`src/rtl/mem_write_arbiter_pkg.sv`:
```
// Shared encodings for the memory write arbiter: store sizes, region codes
// and the arbitration state type.
package mem_wr_pkg;

    localparam logic [1:0] SIZE_BYTE = 2'b00;
    localparam logic [1:0] SIZE_HALF = 2'b01;
    localparam logic [1:0] SIZE_WORD = 2'b10;
    localparam logic [1:0] SIZE_ILL  = 2'b11;

    // addr[31:28] region codes
    localparam logic [3:0] REGION_DMEM = 4'h1;
    localparam logic [3:0] REGION_IMEM = 4'h2;
    localparam logic [3:0] REGION_BOTH = 4'h3;

    typedef enum logic [1:0] {
        StIdle,
        StCoreLast,
        StAuxLast,
        StAuxLocked
    } arb_state_e;

endpackage

```
`src/rtl/mem_write_arbiter_byte_lane_encoder.sv`:
```
// Combinational byte-lane encoder: turns a store size and byte offset into a
// write mask, lane-aligned data and a misalignment flag.
module byte_lane_encoder
    import mem_wr_pkg::*;
#(
    parameter int unsigned WIDTH = 32
) (
    input  logic [1:0]       size,
    input  logic [1:0]       offset,
    input  logic [WIDTH-1:0] data,
    output logic [3:0]       mask,
    output logic [WIDTH-1:0] wdata,
    output logic             misaligned
);

    // Sub-word stores are shifted onto their lanes; words and illegal sizes pass through.
    always_comb begin
        mask       = 4'b0000;
        wdata      = data;
        misaligned = 1'b0;
        unique case (size)
            SIZE_BYTE: begin
                mask  = 4'b0001 << offset;
                wdata = data << {offset, 3'b000};
            end
            SIZE_HALF: begin
                mask       = 4'b0011 << offset;
                wdata      = data << {offset, 3'b000};
                misaligned = offset[0];
            end
            SIZE_WORD: begin
                mask       = 4'b1111;
                misaligned = (offset != 2'b00);
            end
            SIZE_ILL: begin
                misaligned = 1'b1;
            end
        endcase
    end

endmodule

```
`src/rtl/mem_write_arbiter.sv`:
```
// Two-requester store arbiter (core and aux loader) feeding DMEM/IMEM byte
// write ports. Grants are combinational; the accepted command is encoded and
// registered, so memory-side outputs appear one cycle after the handshake.
module mem_write_arbiter
    import mem_wr_pkg::*;
#(
    parameter int unsigned WIDTH  = 32,
    parameter int unsigned ADDR_W = 14
) (
    input  logic              clk,
    input  logic              rst_n,
    input  logic              c_valid,
    output logic              c_ready,
    input  logic [WIDTH-1:0]  c_addr,
    input  logic [WIDTH-1:0]  c_data,
    input  logic [1:0]        c_size,
    input  logic              a_valid,
    output logic              a_ready,
    input  logic [WIDTH-1:0]  a_addr,
    input  logic [WIDTH-1:0]  a_data,
    input  logic [1:0]        a_size,
    input  logic              a_lock,
    input  logic              imem_wr_allow,
    output logic [ADDR_W-1:0] mem_addr,
    output logic [WIDTH-1:0]  mem_wdata,
    output logic [3:0]        dmem_we,
    output logic [3:0]        imem_we,
    output logic              err_pulse,
    output logic              err_src,
    output logic [7:0]        err_cnt
);

    arb_state_e       state;
    logic             grant_c;
    logic             grant_a;
    logic             handshake;
    logic [WIDTH-1:0] sel_addr;
    logic [WIDTH-1:0] sel_data;
    logic [1:0]       sel_size;
    logic [3:0]       enc_mask;
    logic [WIDTH-1:0] enc_wdata;
    logic             enc_misaligned;
    logic             dmem_hit;
    logic             imem_hit;
    logic             unused_addr_bits;

    // Grant selection: alternate on contention, lock shuts the core out;
    // reset low masks both readies immediately.
    always_comb begin
        grant_c = 1'b0;
        grant_a = 1'b0;
        if (rst_n) begin
            if (state == StAuxLocked) begin
                grant_a = a_valid;
            end else if (c_valid && a_valid) begin
                grant_a = (state == StCoreLast);
                grant_c = !grant_a;
            end else begin
                grant_c = c_valid;
                grant_a = a_valid;
            end
        end
    end

    assign c_ready   = grant_c;
    assign a_ready   = grant_a;
    assign handshake = grant_c | grant_a;

    assign sel_addr = grant_a ? a_addr : c_addr;
    assign sel_data = grant_a ? a_data : c_data;
    assign sel_size = grant_a ? a_size : c_size;

    // Only the word-address, region and offset bits matter.
    assign unused_addr_bits = ^sel_addr;

    byte_lane_encoder #(
        .WIDTH (WIDTH)
    ) u_encoder (
        .size       (sel_size),
        .offset     (sel_addr[1:0]),
        .data       (sel_data),
        .mask       (enc_mask),
        .wdata      (enc_wdata),
        .misaligned (enc_misaligned)
    );

    // Region decode from the top address nibble.
    always_comb begin
        dmem_hit = 1'b0;
        imem_hit = 1'b0;
        case (sel_addr[31:28])
            REGION_DMEM: dmem_hit = 1'b1;
            REGION_IMEM: imem_hit = 1'b1;
            REGION_BOTH: begin
                dmem_hit = 1'b1;
                imem_hit = 1'b1;
            end
            default: ;
        endcase
    end

    // Arbitration state plus the registered command outputs.
    always_ff @(posedge clk or negedge rst_n) begin
        if (!rst_n) begin
            state     <= StIdle;
            mem_addr  <= '0;
            mem_wdata <= '0;
            dmem_we   <= 4'b0000;
            imem_we   <= 4'b0000;
            err_pulse <= 1'b0;
            err_src   <= 1'b0;
            err_cnt   <= 8'd0;
        end else begin
            dmem_we   <= 4'b0000;
            imem_we   <= 4'b0000;
            err_pulse <= 1'b0;

            if (grant_a) begin
                state <= a_lock ? StAuxLocked : StAuxLast;
            end else if (grant_c) begin
                state <= StCoreLast;
            end else if ((state == StAuxLocked) && !a_lock) begin
                state <= StAuxLast;
            end

            if (handshake) begin
                mem_addr  <= sel_addr[ADDR_W+1:2];
                mem_wdata <= enc_wdata;
                if (enc_misaligned) begin
                    // Consumed without writing; count saturates.
                    err_pulse <= 1'b1;
                    err_src   <= grant_a;
                    if (err_cnt != 8'hFF) begin
                        err_cnt <= err_cnt + 8'd1;
                    end
                end else begin
                    dmem_we <= dmem_hit ? enc_mask : 4'b0000;
                    imem_we <= (imem_hit && imem_wr_allow) ? enc_mask : 4'b0000;
                end
            end
        end
    end

endmodule

```
`config.mk`:
```
export PLATFORM = sky130hd
export DESIGN_NAME = mem_write_arbiter
export DESIGN_NICKNAME = d
export VERILOG_FILES = /design/src/rtl/mem_write_arbiter_pkg.sv /design/src/rtl/mem_write_arbiter_byte_lane_encoder.sv /design/src/rtl/mem_write_arbiter.sv
export SDC_FILE = /design/constraint.sdc
export NUM_CORES = 1
export LEC_CHECK = 0
export ABC_AREA = 1
export BUFFER_PORTS_ARGS = -buffer_cell sky130_fd_sc_hd__clkbuf_2
export CAP_MARGIN = 15
export CORE_MARGIN = 2
export CORE_UTILIZATION = 49
export CTS_BUF_LIST = sky130_fd_sc_hd__clkbuf_16
export DETAILED_ROUTE_END_ITERATION = 16
export PLACE_DENSITY = 0.95
export REMOVE_ABC_BUFFERS = 1
export SETUP_SLACK_MARGIN = 0.05
export SLEW_MARGIN = 40
export SYNTH_ARGS = -nofsm -noshare
export SYNTH_HDL_FRONTEND = slang
export SYNTH_SLANG_ARGS = --single-unit
```
`constraint.sdc`:
```
create_clock -name clk -period 4.05 [get_ports clk]
set_input_delay 0.2025 -clock clk [delete_from_list [all_inputs] [get_ports clk]]
set_output_delay 0.2025 -clock clk [all_outputs]
set_load 0.02 [all_outputs]
```
Word level (Yosys, flattened, before mapping)
Index checks and enable logic that the tools add are counted.
Widths: inputs -> output; s select.
{ "word_totals": {"register_bits": 66, "in_bits": 138, "out_inout_bits": 66, "wordCells": 61} }
{ "classes": {"n_addsub": 1, "n_eq_ne": 9, "n_shift": 3, "muxes": 26, "bitwise_logic": 1, "n_reduce_logical": 13} }
{ "op_table": {"columns": ["op", "count"], "rows": [
  ["$mux 32", 3],
  ["$shl 32x5->32", 1],
  ["$mux 4", 6],
  ["$pmux 4 s3", 1],
  ["$mux 1", 11],
  ["$add 8x1->8 const B", 1],
  ["$eq 4x2->1 const B", 2],
  ["$mux 2", 4],
  ["$ne 8x8->1 const B", 1],
  ["$eq 2x2->1 const B", 3],
  ["$reduce_or 2->1", 3],
  ["$eq 2x1->1 const B", 2],
  ["$eq 4x1->1 const B", 1],
  ["$shl 1x2->4 const A", 1],
  ["$shl 2x2->4 const A", 1],
  ["$logic_and 1x1->1", 3],
  ["$pmux 1 s3", 1],
  ["$reduce_and 3->1", 1],
  ["$reduce_bool 3->1", 1],
  ["$logic_not 1->1", 2],
  ["$logic_not 2->1", 1],
  ["$reduce_and 2->1", 1],
  ["$reduce_bool 2->1", 1],
  ["$or 1x1->1", 1]
]} }

Depth between registers and ports, before layout
Gate-level depths: netlist of the first run.
{ "depth": {"ltp_word": 12, "mapped_depth": 12, "depth_no_buf": 11} }

Cells and area by module
Synthesis of the first run repeated with hierarchy kept, for this count alone.
{ "hier_totals": {"cells_unflattened": 631, "hier_area_um2": 4058.9} }
{ "modules_own_cells": {"columns": ["module", "n_inst", "cells_each", "area_per_inst_um2", "seq_area_each_um2"], "rows": [
  ["mem_write_arbiter", 1, 458, 3324.4, 1651.6],
  ["byte_lane_encoder", 1, 173, 734.5, 0.0]
]} }

Worst setup path before layout of the first run
Ideal clock, no wire load.
{ "synth_path": {"kind": "register to register", "start": "register err_cnt[0]", "end": "register err_cnt[0]", "setup_ns": 0.118, "t_arrival_ns": 1.430, "slack_ns": 2.502, "path_stages_with_launch": 8, "path_buffers": 0, "path_cell_list": "dfrtp_1 -> ha_1 -> nand4_1 -> nor2_1 -> nand2_1 -> nand3_1 -> nand2_1 -> nand2_1"} }
{ "synth_via": {"elab_chain_cells": 2, "elab_cells_between_ends": 3, "classes_between": "add/sub: 1; eq/ne: 1; reduce/logical: 1"} }
{ "synth_rtl": {"columns": ["item", "line_no", "source"], "rows": [
  ["start, declared", "mem_write_arbiter.sv:30", "output logic [7:0] err_cnt"],
  ["start signal, assigned", "mem_write_arbiter.sv:134", "err_cnt <= err_cnt + 8'd1;"],
  ["branches (longest 2 deep; another with $add 8x1->8)", null, null]
]} }
Parallel ways; which one is timed is not known.
A chain may end at the register's enable or synchronous reset.

Worst setup path in the final report of the first run
{ "layout_path": {"start": "register state[0]", "end": "register err_cnt[0]"} }
{ "layout_via": {"elab_chain_cells": 8, "elab_cells_between_ends": 18, "classes_between": "eq/ne: 5; mux: 9; bitwise: 1; reduce/logical: 3"} }
{ "layout_rtl": {"columns": ["item", "line_no", "source"], "rows": [
  ["start, declared", "mem_write_arbiter.sv:33", "arb_state_e state;"],
  ["start signal, assigned", "mem_write_arbiter.sv:105", "state <= StIdle;"],
  ["start signal, assigned", "mem_write_arbiter.sv:119", "state <= a_lock ? StAuxLocked : StAuxLast;"],
  ["start signal, assigned", "mem_write_arbiter.sv:121", "state <= StCoreLast;"],
  ["$eq 2x1->1", "mem_write_arbiter.sv:56", "grant_a = (state == StCoreLast);"],
  ["$mux 1", "mem_write_arbiter.sv:55", "end else if (c_valid && a_valid) begin"],
  ["$mux 1", "mem_write_arbiter.sv:53", "if (state == StAuxLocked) begin"],
  ["$mux 1", "mem_write_arbiter.sv:52", "if (rst_n) begin"],
  ["$mux 2 / $mux 32 (equally long branches)", "mem_write_arbiter.sv:71, mem_write_arbiter.sv:69", null],
  ["$eq 2x2->1, or another cell as far along", "mem_write_arbiter_byte_lane_encoder.sv:21", "unique case (size)"],
  ["$pmux 1 s3", "mem_write_arbiter_byte_lane_encoder.sv:21", null],
  ["$reduce_and 3->1 (no source line) (*)", null, null]
]} }
Every way passes the cells marked *; elsewhere a longest branch is shown, timed or not.

==> results of run 1 <==
==> final cells by class <==
type                       count  area (µm²)
multi-input combinational    448        2000
tap                          102         128
sequential                    66        1650
inverter                      26        98.8
clock buffer                   9         225
timing repair buffer         185         941
fill                         651        2610
clock inverter                 6        76.3
==> power breakdown <==
part           switching, µW  internal (µW)
sequential               128            852
combinational            710            346
clock                    271            527
==> critical path, cell delays in order (launching register included) <==
cell	delay, ns
dfrtp_1	0.40
inv_2	0.08
nand2_2	0.12
nand2_4	0.36
nand2_2	0.17
nand2_2	0.23
inv_2	0.42
nand2_1	0.10
nand2_1	0.31
nand3_1	0.35
nand2_1	0.17
nand2_1	0.07
==> worst paths after layout <==
kind                                from       endpoint  slack [ns]  cells past startpoint
min reg2reg                mem_wdata[31]  mem_wdata[31]        0.47                      2
max in group asynchronous          rst_n  mem_wdata[26]        3.26                      3
min in group clk                  a_lock       state[0]        0.10                      3
max                             state[0]     err_cnt[0]        1.12                     11
max reg2reg                     state[0]     err_cnt[0]        1.12                     11
min                                rst_n     err_cnt[6]        0.04                      2
==> kinds of logic after synthesis <==
logic type | share of synthesized area [%]
simple gates | 38.0
flops | 42.1
compound gates | 11.3
buf+inv | 6.90
fa+ha+maj | 0.319
xor+xnor | 1.34
==> per-layer routing <==
layer / GRT usage (%) / vias up / share of wire [%]
met5: 0 / - / 0
met4: 10.4 / 0 / 1.5
met3: 3.06 / 20 / 6.4
met2: 44.7 / 191 / 50
met1: 33.5 / 1993 / 42
li1: - / 2156 / -
==> stage by stage <==
stage | total power (µW) | hold slack (ns) | setup WS (ns) | std cells
3_5_place_dp | 2040 | 0.391 | 1.19 | 827
3_3_place_gp | 2000 | 0.383 | 1.34 | 827
2_1_floorplan | 1630 | -0.0931 | 0.904 | 540
4_1_cts | 2840 | 0.0530 | 1.14 | 842
5_1_grt | 3000 | 0.0823 | 0.859 | 842
6_report | 2830 | 0.0376 | 1.12 | 842
==> registers in the layout, summed over array words and instances (netlist names) <==
signal / count
state: 2
err_pulse: 1
dmem_we: 4
imem_we: 4
err_cnt: 8
mem_addr: 14
err_src: 1
mem_wdata: 32
==> synthesized netlist by cell type <==
library cell  number  area [µm²]
nand3_1           30         150
a31oi_1           14        87.6
dfrtp_1           66        1650
nand2_2            9        56.3
nand3b_1           4        30.0
buf_4              3        22.5
a21oi_1           34         170
clkbuf_2           1        5.00
buf_6              3        33.8
o22ai_1            1        6.26
ha_1               1        12.5
nand2_1          234         878
or2_2              2        12.5
buf_2             19        95.1
nand2_4            3        33.8
nor2_4             1        11.3
inv_1             22        82.6
o21ai_1            8        40.0
o21ai_0           20         100
clkbuf_1           4        15.0
inv_2              3        11.3
xor2_1             3        26.3
a21oi_4            2        32.5
nand4_1            9        56.3
xnor2_1            3        26.3
clkinv_2           1        5.00
o211ai_1           1        7.51
nor2_1            69         259
==> placed cells by master (no fill, tap or decap) <==
| master | n |
|---|---|
| a21oi_1 | 34 |
| a21oi_4 | 2 |
| a31oi_1 | 14 |
| buf_2 | 1 |
| buf_4 | 6 |
| bufinv_16 | 2 |
| clkbuf_16 | 9 |
| clkbuf_2 | 178 |
| clkinv_2 | 2 |
| dfrtp_1 | 66 |
| ha_1 | 1 |
| inv_1 | 25 |
| inv_2 | 3 |
| nand2_1 | 233 |
| nand2_2 | 10 |
| nand2_4 | 3 |
| nand3_1 | 30 |
| nand3b_1 | 4 |
| nand4_1 | 9 |
| nor2_1 | 69 |
| nor2_4 | 1 |
| o211ai_1 | 1 |
| o21ai_0 | 20 |
| o21ai_1 | 8 |
| o22ai_1 | 1 |
| or2_2 | 2 |
| xnor2_1 | 3 |
| xor2_1 | 3 |
==> results.tsv, run 1 <==
stage	metric	value	unit
timing	Slew Viols, Final	0	
die	Starting Density	50.7	%
cts	Clock Latency Late Sink	0.32	ns
die	Die Y	93.4	µm
synthesis	Avg Cell Area, Syn	6.88	µm²
setup_path	crit path kind	reg -> reg	
timing	unrepaired setup endpoints after global routing	false	
grt	global-route wire length before repair	18.0	mm
finish	layout cells sized above 1	29.6	%
timing	Tcrit/Tclk final	72.3	%
detailed_routing	drt via density	5.18	
placed_design	DP Wirelength	7.97	mm
cts	CTS sink cnt	66	
pwr	Max IR drop VDD	0.289	mV
finish	Design Area, Final	5120	µm²
setup_path	Critical Path Sink Type	flop	
outcome	outcome	finished clean	
detailed_routing	iteration-0 DRC count of the detailed router	193	
cts	hold buffers post-CTS	0	
cts	post-CTS sizing	0	
timing	Relative slew margins	52.9	%
synthesis	Yosys Warn Count	0	
die	Die X	93.4	µm
timing	setup tns final	0	ns
finish	Final #Nets	875	
setup_path	Setup crit start kind	flop	
placed_design	Port Buffers	179	
detailed_routing	total number of vias	4360	
finish	Antenna Diode Count	0	
flow_run	max_cap viols	0	
timing	Hold Fails Final Rpt	0	
cts	Root Driver	clkbuf_16	
detailed_routing	antenna viol nets, final	0	
setup_path	Worst Path Max Fanout	64	
placed_design	final RePlAce weighted congestion	0.855	
timing	Setup violations, final	0	
die	I/O Pins	204	
synthesis	flops & latches, synth	66	
grt	GRT overflow	0	
synthesis	register area share after synthesis	42.1	%
die	Core Box Area	7730	µm²
grt	vias in the first global route	3975	
grt	GR Util All Layers	26.0	%
die	Cell Rows	32	
timing	Worst-Margin Slew	0.705	ns
setup_path	arrival time at the worst endpoint	3.13	ns
synthesis	Mapped Area	3920	µm²
cts	CTS tree	done	
finish	final core utilization	66.3	%
timing	skew final	0.00631	ns
detailed_routing	WL/cell	13.3	µm
timing	fin crit period	2.93	ns
synthesis	distinct cell type count after synthesis	28	
hold_path	Hold/Removal Path Class	in -> async	
cts	worst-case clock buffer depth	2	
grt	largest net degree at the start of global routing	65	
synthesis	Post-Syn Instances	570	
detailed_routing	# DRC	0	
cts	postcts setup bufs	0	
finish	area added between synthesis and finish	30.7	%
pwr	pwr dens	554	nW/µm²
cts	# H-tree levels	3	
placed_design	Cell Area, Placed	4820	µm²
detailed_routing	DRT Pass-1 Iters	7	
timing	highest clock rate	0.342	GHz
cts	clk slew on worst S/H paths	0.06	ns
cts	total CTS buffers	9	
pwr	leakage dissipation	0.00292	µW
grt	initial antenna violation count	0	
detailed_routing	Post-Route WL	11.2	mm
setup_path	worst path required time	4.25	ns
die	die area	8730	µm²
No activity file was read; power rests on OpenSTA's default activity.
==> run 2, diff against run 1 <==
Settings changed: CORE_UTILIZATION 49 to 41, PLACE_DENSITY 0.95 to 0.86.
Clock period 4.05 ns to 2.45 ns, I/O delays scaled along.
==> run 2 against run 1 <==
Final cell count up 3.9%. Die area up 19%. Power up 62%. Critical path depth up 2. Clock power up 54%. Via count down 3.1%. Sequential power up 65%. Global-route usage down 3.3 points. Sequential cell count unchanged. Critical endpoint is now err_cnt[7]. Largest cell class unchanged.
==> results.tsv, run 2 (same netlist as run 1, synthesis figures left out) <==
stage	metric	value	unit	change
grt	GR Util All Layers	22.7	%	-3.3 points
timing	Tcrit/Tclk final	87.8	%	
setup_path	Critical R2R Launch	state[0]		
hold_path	hold endpoint	state[0]		
timing	skew final	0.00374	ns	-0.00257 ns
die	Core Box Area	9240	µm²	+20%
setup_path	arrival time at the worst endpoint	2.36	ns	-0.77 ns
die	I/O Pins	204		unchanged
timing	highest clock rate	0.465	GHz	
timing	Relative slew margins	64.6	%	+12 points
grt	initial antenna violation count	0		unchanged
timing	Hold Fails Final Rpt	0		unchanged
hold_path	Hold/Removal Path Class	in -> reg		
cts	# H-tree levels	3		unchanged
finish	Most flops, register	mem_wdata		
cts	Root Driver	clkbuf_16		
finish	final core utilization	56.2	%	-10 points
finish	area added between synthesis and finish	32.6	%	
detailed_routing	iteration-0 DRC count of the detailed router	166		-14%
finish	Antenna Diode Count	0		unchanged
die	Die X	102	µm	+8.9%
cts	CTS tree	done		
timing	Slew Viols, Final	0		unchanged
timing	worst setup margin	0.298	ns	-0.825 ns
detailed_routing	antenna viol nets, final	0		unchanged
finish	Design Area, Final	5190	µm²	+1.5%
placed_design	DP Wirelength	8.30	mm	+4.1%
setup_path	crit path kind	in -> reg		
detailed_routing	total number of vias	4223		-3.1%
finish	Largest regs	mem_wdata (32), mem_addr (14), err_cnt (8)		
grt	largest net degree at the start of global routing	49		-25%
setup_path	worst reg-to-reg setup slack	0.43	ns	-0.69 ns
finish	Final #Nets	880		+0.57%
pwr	Max IR drop VDD	0.366	mV	+27%
flow_run	max_cap viols	0		unchanged
cts	worst-case clock buffer depth	2		unchanged
timing	fin crit period	2.15	ns	
detailed_routing	Post-Route WL	11.6	mm	+3.3%
placed_design	final RePlAce weighted congestion	0.837		-2.2%
pwr	pwr dens	886	nW/µm²	+60%
pwr	leakage dissipation	0.00293	µW	+0.37%
finish	layout cells sized above 1	30.3	%	+0.70 points
placed_design	dpl ws	0.335	ns	-0.858 ns
cts	CTS sink cnt	66		unchanged
die	Starting Density	42.4	%	-8.3 points
die	Cell Rows	35		+9.4%
hold_path	Hold Crit Start	a_lock		
setup_path	worst path required time	2.66	ns	-1.59 ns
setup_path	worst r2r dst	err_cnt[7]		
die	Die Y	102	µm	+8.9%
detailed_routing	DRT Pass-1 Iters	4		-3
grt	GRT overflow	0		unchanged
cts	Clock Latency Late Sink	0.32	ns	about the same
detailed_routing	WL/cell	13.3	µm	-0.55%
placed_design	Port Buffers	179		unchanged
setup_path	Worst Path Max Fanout	13		-80%
timing	Worst-Margin Slew	0.531	ns	-0.175 ns
timing	setup tns final	0	ns	unchanged
placed_design	Cell Area, Placed	4890	µm²	+1.6%
die	die area	10400	µm²	+19%
setup_path	Setup crit start kind	primary input		
finish	commonest cells after routing, fill and taps aside	nand2_1, clkbuf_2, nor2_1		
setup_path	Critical Path Sink Type	flop		
outcome	outcome	finished clean		
finish	max reg flops	32		unchanged
cts	total CTS buffers	9		unchanged
timing	Setup violations, final	0		unchanged
timing	unrepaired setup endpoints after global routing	false		
hold_path	Hold Path Depth	3		
detailed_routing	drt via density	4.83		-6.8%
grt	vias in the first global route	3950		-0.63%
finish	most common cell after layout, fill and taps aside	nand2_1		
setup_path	worst reg2reg path depth	10		-1
cts	clk slew on worst S/H paths	0.06	ns	about the same
detailed_routing	# DRC	0		unchanged
grt	global-route wire length before repair	18.4	mm	+2.0%
==> run 2: how the worst max path moves through the flow <==
stage,start,end,slack (ns)
2_1_floorplan,state[0],mem_wdata[24],-0.70
3_3_place_gp,state[0],err_cnt[7],0.38
3_5_place_dp,state[0],err_cnt[7],0.34
4_1_cts,rst_n,err_cnt[7],0.20
5_1_grt,rst_n,err_cnt[7],0.13
6_report,rst_n,err_cnt[7],0.30
==> run 2: power by group <==
| group | internal [µW] | switching (µW) |
|---|---|---|
| sequential | 1410 | 208 |
| combinational | 591 | 1170 |
| clock | 774 | 453 |
| total | 2770 | 1830 |
==> run 2: area by class of cell <==
type                    count  area, µm²
well taps                 129        161
repair buffers            190        993
clock inverters             7       60.1
inverters                  26       98.8
fillers                   906       4050
flip-flops and latches     66       1650
clock buffers               9        225
multi-input cells         448       2000
==> run 2: layer usage <==
layer  track usage (%)  vias to the layer above  routed length [µm]
met5                 0                        -                   0
met4              8.21                        0                 253
met3              3.93                       17                 555
met2              39.6                      132                6000
met1              28.2                     1911                4800
li1                  -                     2163                   -
==> run 2: timing repair <==
| action | in CTS | in global routing |
|---|---|---|
| setup buffers | 0 | 0 |
| endpoints found under the hold margin | 37 | 0 |
| setup endpoints to repair | 0 | 7 |
| hold buffers | 1 | 0 |
| gates resized for setup | 0 | 1 |
==> run 2: critical path, cell delays in order <==
cell           delay (ns)
dlygate4sd3_1        0.52
buf_2                0.16
nand2_1              0.12
inv_2                0.12
nand2_4              0.08
nand2_2              0.07
nand2_2              0.20
nand2_1              0.14
nand2_1              0.05
nand2_1              0.32
nand3_2              0.25
nand2_1              0.13
nand2_1              0.06
==> run 2: stage by stage <==
stage               power, µW  cells  hold WS (ns)
floorplan                2700    540        -0.173
global placement         3350    858         0.329
detailed placement       3390    858         0.334
CTS                      4630    875        0.0155
global route             4890    875        0.0436
finish                   4600    875        0.0198
==> run 3, diff against run 2 <==
Settings changed: ABC_AREA 1 to not set, CORE_UTILIZATION 41 to 50, PLACE_DENSITY 0.86 to 0.95.
Clock period 2.45 ns to 2.6 ns, I/O delays scaled along.
==> run 3 against run 2 <==
Combinational power down 30%. Critical path type unchanged. Clock power is 7% lower. Final cell count is 15% lower. Non-clock buffer count grew 2. Largest power group is now sequential cells. Cell area rose by 5.2%. Sequential share of layout area shrank 1.6 points. Sequential power fell by 15%. Via count is 7.9% higher. Critical path depth down 5. Register-to-register slack worse by 0.18 ns. Core utilization increased by 11 points.
==> results.tsv, run 3 <==
stage	metric	value	unit	change
outcome	outcome	finished clean		
grt	global-route wire length before repair	21.8	mm	+18%
cts	worst-case clock buffer depth	2		unchanged
synthesis	Synth top cells by count	dfrtp_1, nand2_1, mux2i_1, o21ai_0, a21oi_1		
synthesis	ys async rst share	100	%	unchanged
setup_path	max incr delay on CP	0.57	ns	+0.05 ns
synthesis	ys flop type	dfrtp_1		
setup_path	Critical R2R Launch	state[0]		
detailed_routing	iteration-0 DRC count of the detailed router	500		+200%
cts	total CTS buffers	9		unchanged
cts	Root Driver	clkbuf_16		
synthesis	Avg Cell Area, Syn	8.96	µm²	+30%
finish	final core utilization	66.8	%	+11 points
grt	initial antenna violation count	0		unchanged
timing	Setup violations, final	0		unchanged
detailed_routing	WL/cell	18.7	µm	+41%
die	Cell Rows	33		-5.7%
finish	max reg flops	32		unchanged
synthesis	post-synth top area share	39.3	%	-2.8 points
synthesis	Mapped Area	4200	µm²	+7.2%
synthesis	flops & latches, synth	66		unchanged
hold_path	Hold Crit Start	a_lock		
detailed_routing	Post-Route WL	14.0	mm	+20%
setup_path	worst r2r dst	mem_wdata[16]		
cts	CTS tree	done		
finish	Design Area, Final	5460	µm²	+5.2%
placed_design	DP Wirelength	9.86	mm	+19%
finish	Antenna Diode Count	0		unchanged
finish	Largest regs	mem_wdata (32), mem_addr (14), err_cnt (8)		
timing	highest clock rate	0.410	GHz	
finish	area added between synthesis and finish	30.1	%	
setup_path	Critical Path Sink Type	flop		
grt	largest net degree at the start of global routing	55		+12%
timing	unrepaired setup endpoints after global routing	false		
setup_path	worst path required time	2.83	ns	+0.17 ns
synthesis	top cells by area, synth	dfrtp_1, mux2i_1, o221ai_1, nand2_1, o21ai_0		
finish	layout cells sized above 1	34.9	%	+4.7 points
detailed_routing	DRT Pass-1 Iters	7		+3
finish	Most flops, register	mem_wdata		
synthesis	Post-synth EDFFs	0		unchanged
timing	Slew Viols, Final	0		unchanged
hold_path	Hold/Removal Path Class	in -> reg		
detailed_routing	total number of vias	4555		+7.9%
placed_design	final RePlAce weighted congestion	0.922		+10%
detailed_routing	# DRC	0		unchanged
synthesis	Post-Syn Instances	469		-18%
synthesis	most common cell in the netlist	dfrtp_1		
grt	GR Util All Layers	30.9	%	+8.2 points
die	Core Box Area	8180	µm²	-12%
finish	Final #Nets	776		-12%
cts	postcts setup bufs	0		unchanged
die	Starting Density	51.4	%	+9.0 points
timing	fin crit period	2.44	ns	
die	Die X	95.7	µm	-6.0%
flow_run	max_cap viols	0		unchanged
synthesis	distinct cell type count after synthesis	52		+86%
setup_path	delay-heaviest family, CP	buffers and inverters		
synthesis	leading area contributor after synthesis	dfrtp_1		
cts	# H-tree levels	3		unchanged
setup_path	worst reg-to-reg setup slack	0.25	ns	-0.18 ns
cts	CTS sink cnt	66		unchanged
die	I/O Pins	204		unchanged
setup_path	CP Cell Sequence	dlygate4sd3_1, buf_4, and2_4, nand2_4, buf_4, o21ai_1, o22ai_1, o31ai_1		
setup_path	arrival time at the worst endpoint	2.67	ns	+0.31 ns
setup_path	Setup crit start kind	primary input		
placed_design	Port Buffers	179		unchanged
pwr	leakage dissipation	0.00286	µW	-2.3%
timing	Relative slew margins	37.9	%	-27 points
setup_path	most frequent CP cell	buf_4		
timing	Hold Fails Final Rpt	0		unchanged
timing	Worst-Margin Slew	0.925	ns	+0.394 ns
setup_path	worst path buffer plus inverter count	3		unchanged
placed_design	Cell Area, Placed	5170	µm²	+5.7%
setup_path	Worst Path Max Fanout	27		+14
hold_path	Hold Path Depth	3		unchanged
timing	Tcrit/Tclk final	93.9	%	
hold_path	hold endpoint	state[0]		
detailed_routing	antenna viol nets, final	0		unchanged
synthesis	register area share after synthesis	39.3	%	-2.8 points
setup_path	CP max-delay cell	dlygate4sd3_1		
finish	commonest cells after routing, fill and taps aside	clkbuf_2, dfrtp_1, nand2_1		
grt	GRT overflow	0		unchanged
timing	skew final	0.00667	ns	+0.00293 ns
setup_path	crit path kind	in -> reg		
setup_path	Worst path depth	8		-5
cts	clk slew on worst S/H paths	0.06	ns	about the same
finish	most common cell after layout, fill and taps aside	clkbuf_2		
die	Die Y	95.7	µm	-6.0%
synthesis	Yosys Warn Count	0		unchanged
pwr	Max IR drop VDD	0.501	mV	+37%
setup_path	worst reg2reg path depth	6		-4
pwr	pwr dens	689	nW/µm²	-22%
cts	Clock Latency Late Sink	0.32	ns	about the same
die	die area	9150	µm²	-12%
detailed_routing	drt via density	6.11		+27%
grt	vias in the first global route	4596		+16%
==> run 3: cell families after synthesis <==
kind of cell / count (synthesis) / synth area share (%)
mux: 57 / 13.9
flops: 66 / 39.3
fa+ha+maj: 1 / 0.298
compound gates: 156 / 24.7
simple gates: 124 / 14.3
buf+inv: 58 / 6.08
xor+xnor: 7 / 1.46
==> run 3: area by class of cell <==
class | count | area (µm²)
clock buffer | 9 | 225
clock inverter | 6 | 50.0
fill | 645 | 2710
inverter | 23 | 88.8
multi-input combinational | 345 | 2320
sequential | 66 | 1650
tap | 105 | 131
timing repair buffer | 192 | 998
==> run 3: worst min-delay path, cell delays in order <==
cell and delay (ns):
clkbuf_2 0.09, a21oi_1 0.04, a21oi_1 0.10
==> run 3: layer usage <==
metal	up-vias	GRT usage, %	routed length [µm]
li1	2061	-	-
met1	2119	35.0	4970
met2	312	51.2	6830
met3	63	9.64	1600
met4	0	18.0	546
met5	-	0	0
==> run 3: what timing repair did <==
item / in CTS / in global routing
endpoints found under the setup margin: 0 / 2
gates resized for setup: 0 / 3
hold endpoints to repair: 31 / 0
hold buffers: 1 / 0
==> run 3: report_power, final <==
| group | internal, µW | switching [µW] |
|---|---|---|
| Sequential | 1230 | 152 |
| Combinational | 461 | 779 |
| Clock | 721 | 424 |
| Total | 2410 | 1360 |
==> run 3: worst max path at each step <==
stage	startpoint	end	slack (ns)
after detailed placement	state[0]	mem_wdata[0]	0.26
after global placement	state[0]	mem_wdata[4]	0.34
final	rst_n	mem_wdata[16]	0.16
after global routing	rst_n	mem_wdata[22]	0.07
after CTS	rst_n	imem_we[2]	0.21
after floorplan	state[0]	err_cnt[1]	-1.37
==> run 3: metrics by stage <==
stage / total power (µW) / hold WS (ns) / TNS [ns] / cells / worst slack (ns)
2_1_floorplan: 2100 / -0.166 / -66.17 / 434 / -1.37
3_3_place_gp: 2560 / 0.203 / 0 / 730 / 0.340
3_5_place_dp: 2620 / 0.212 / 0 / 730 / 0.255
4_1_cts: 3760 / 0.0710 / 0 / 746 / 0.207
5_1_grt: 3960 / 0.110 / 0 / 746 / 0.0734
6_report: 3770 / 0.0765 / 0 / 746 / 0.158
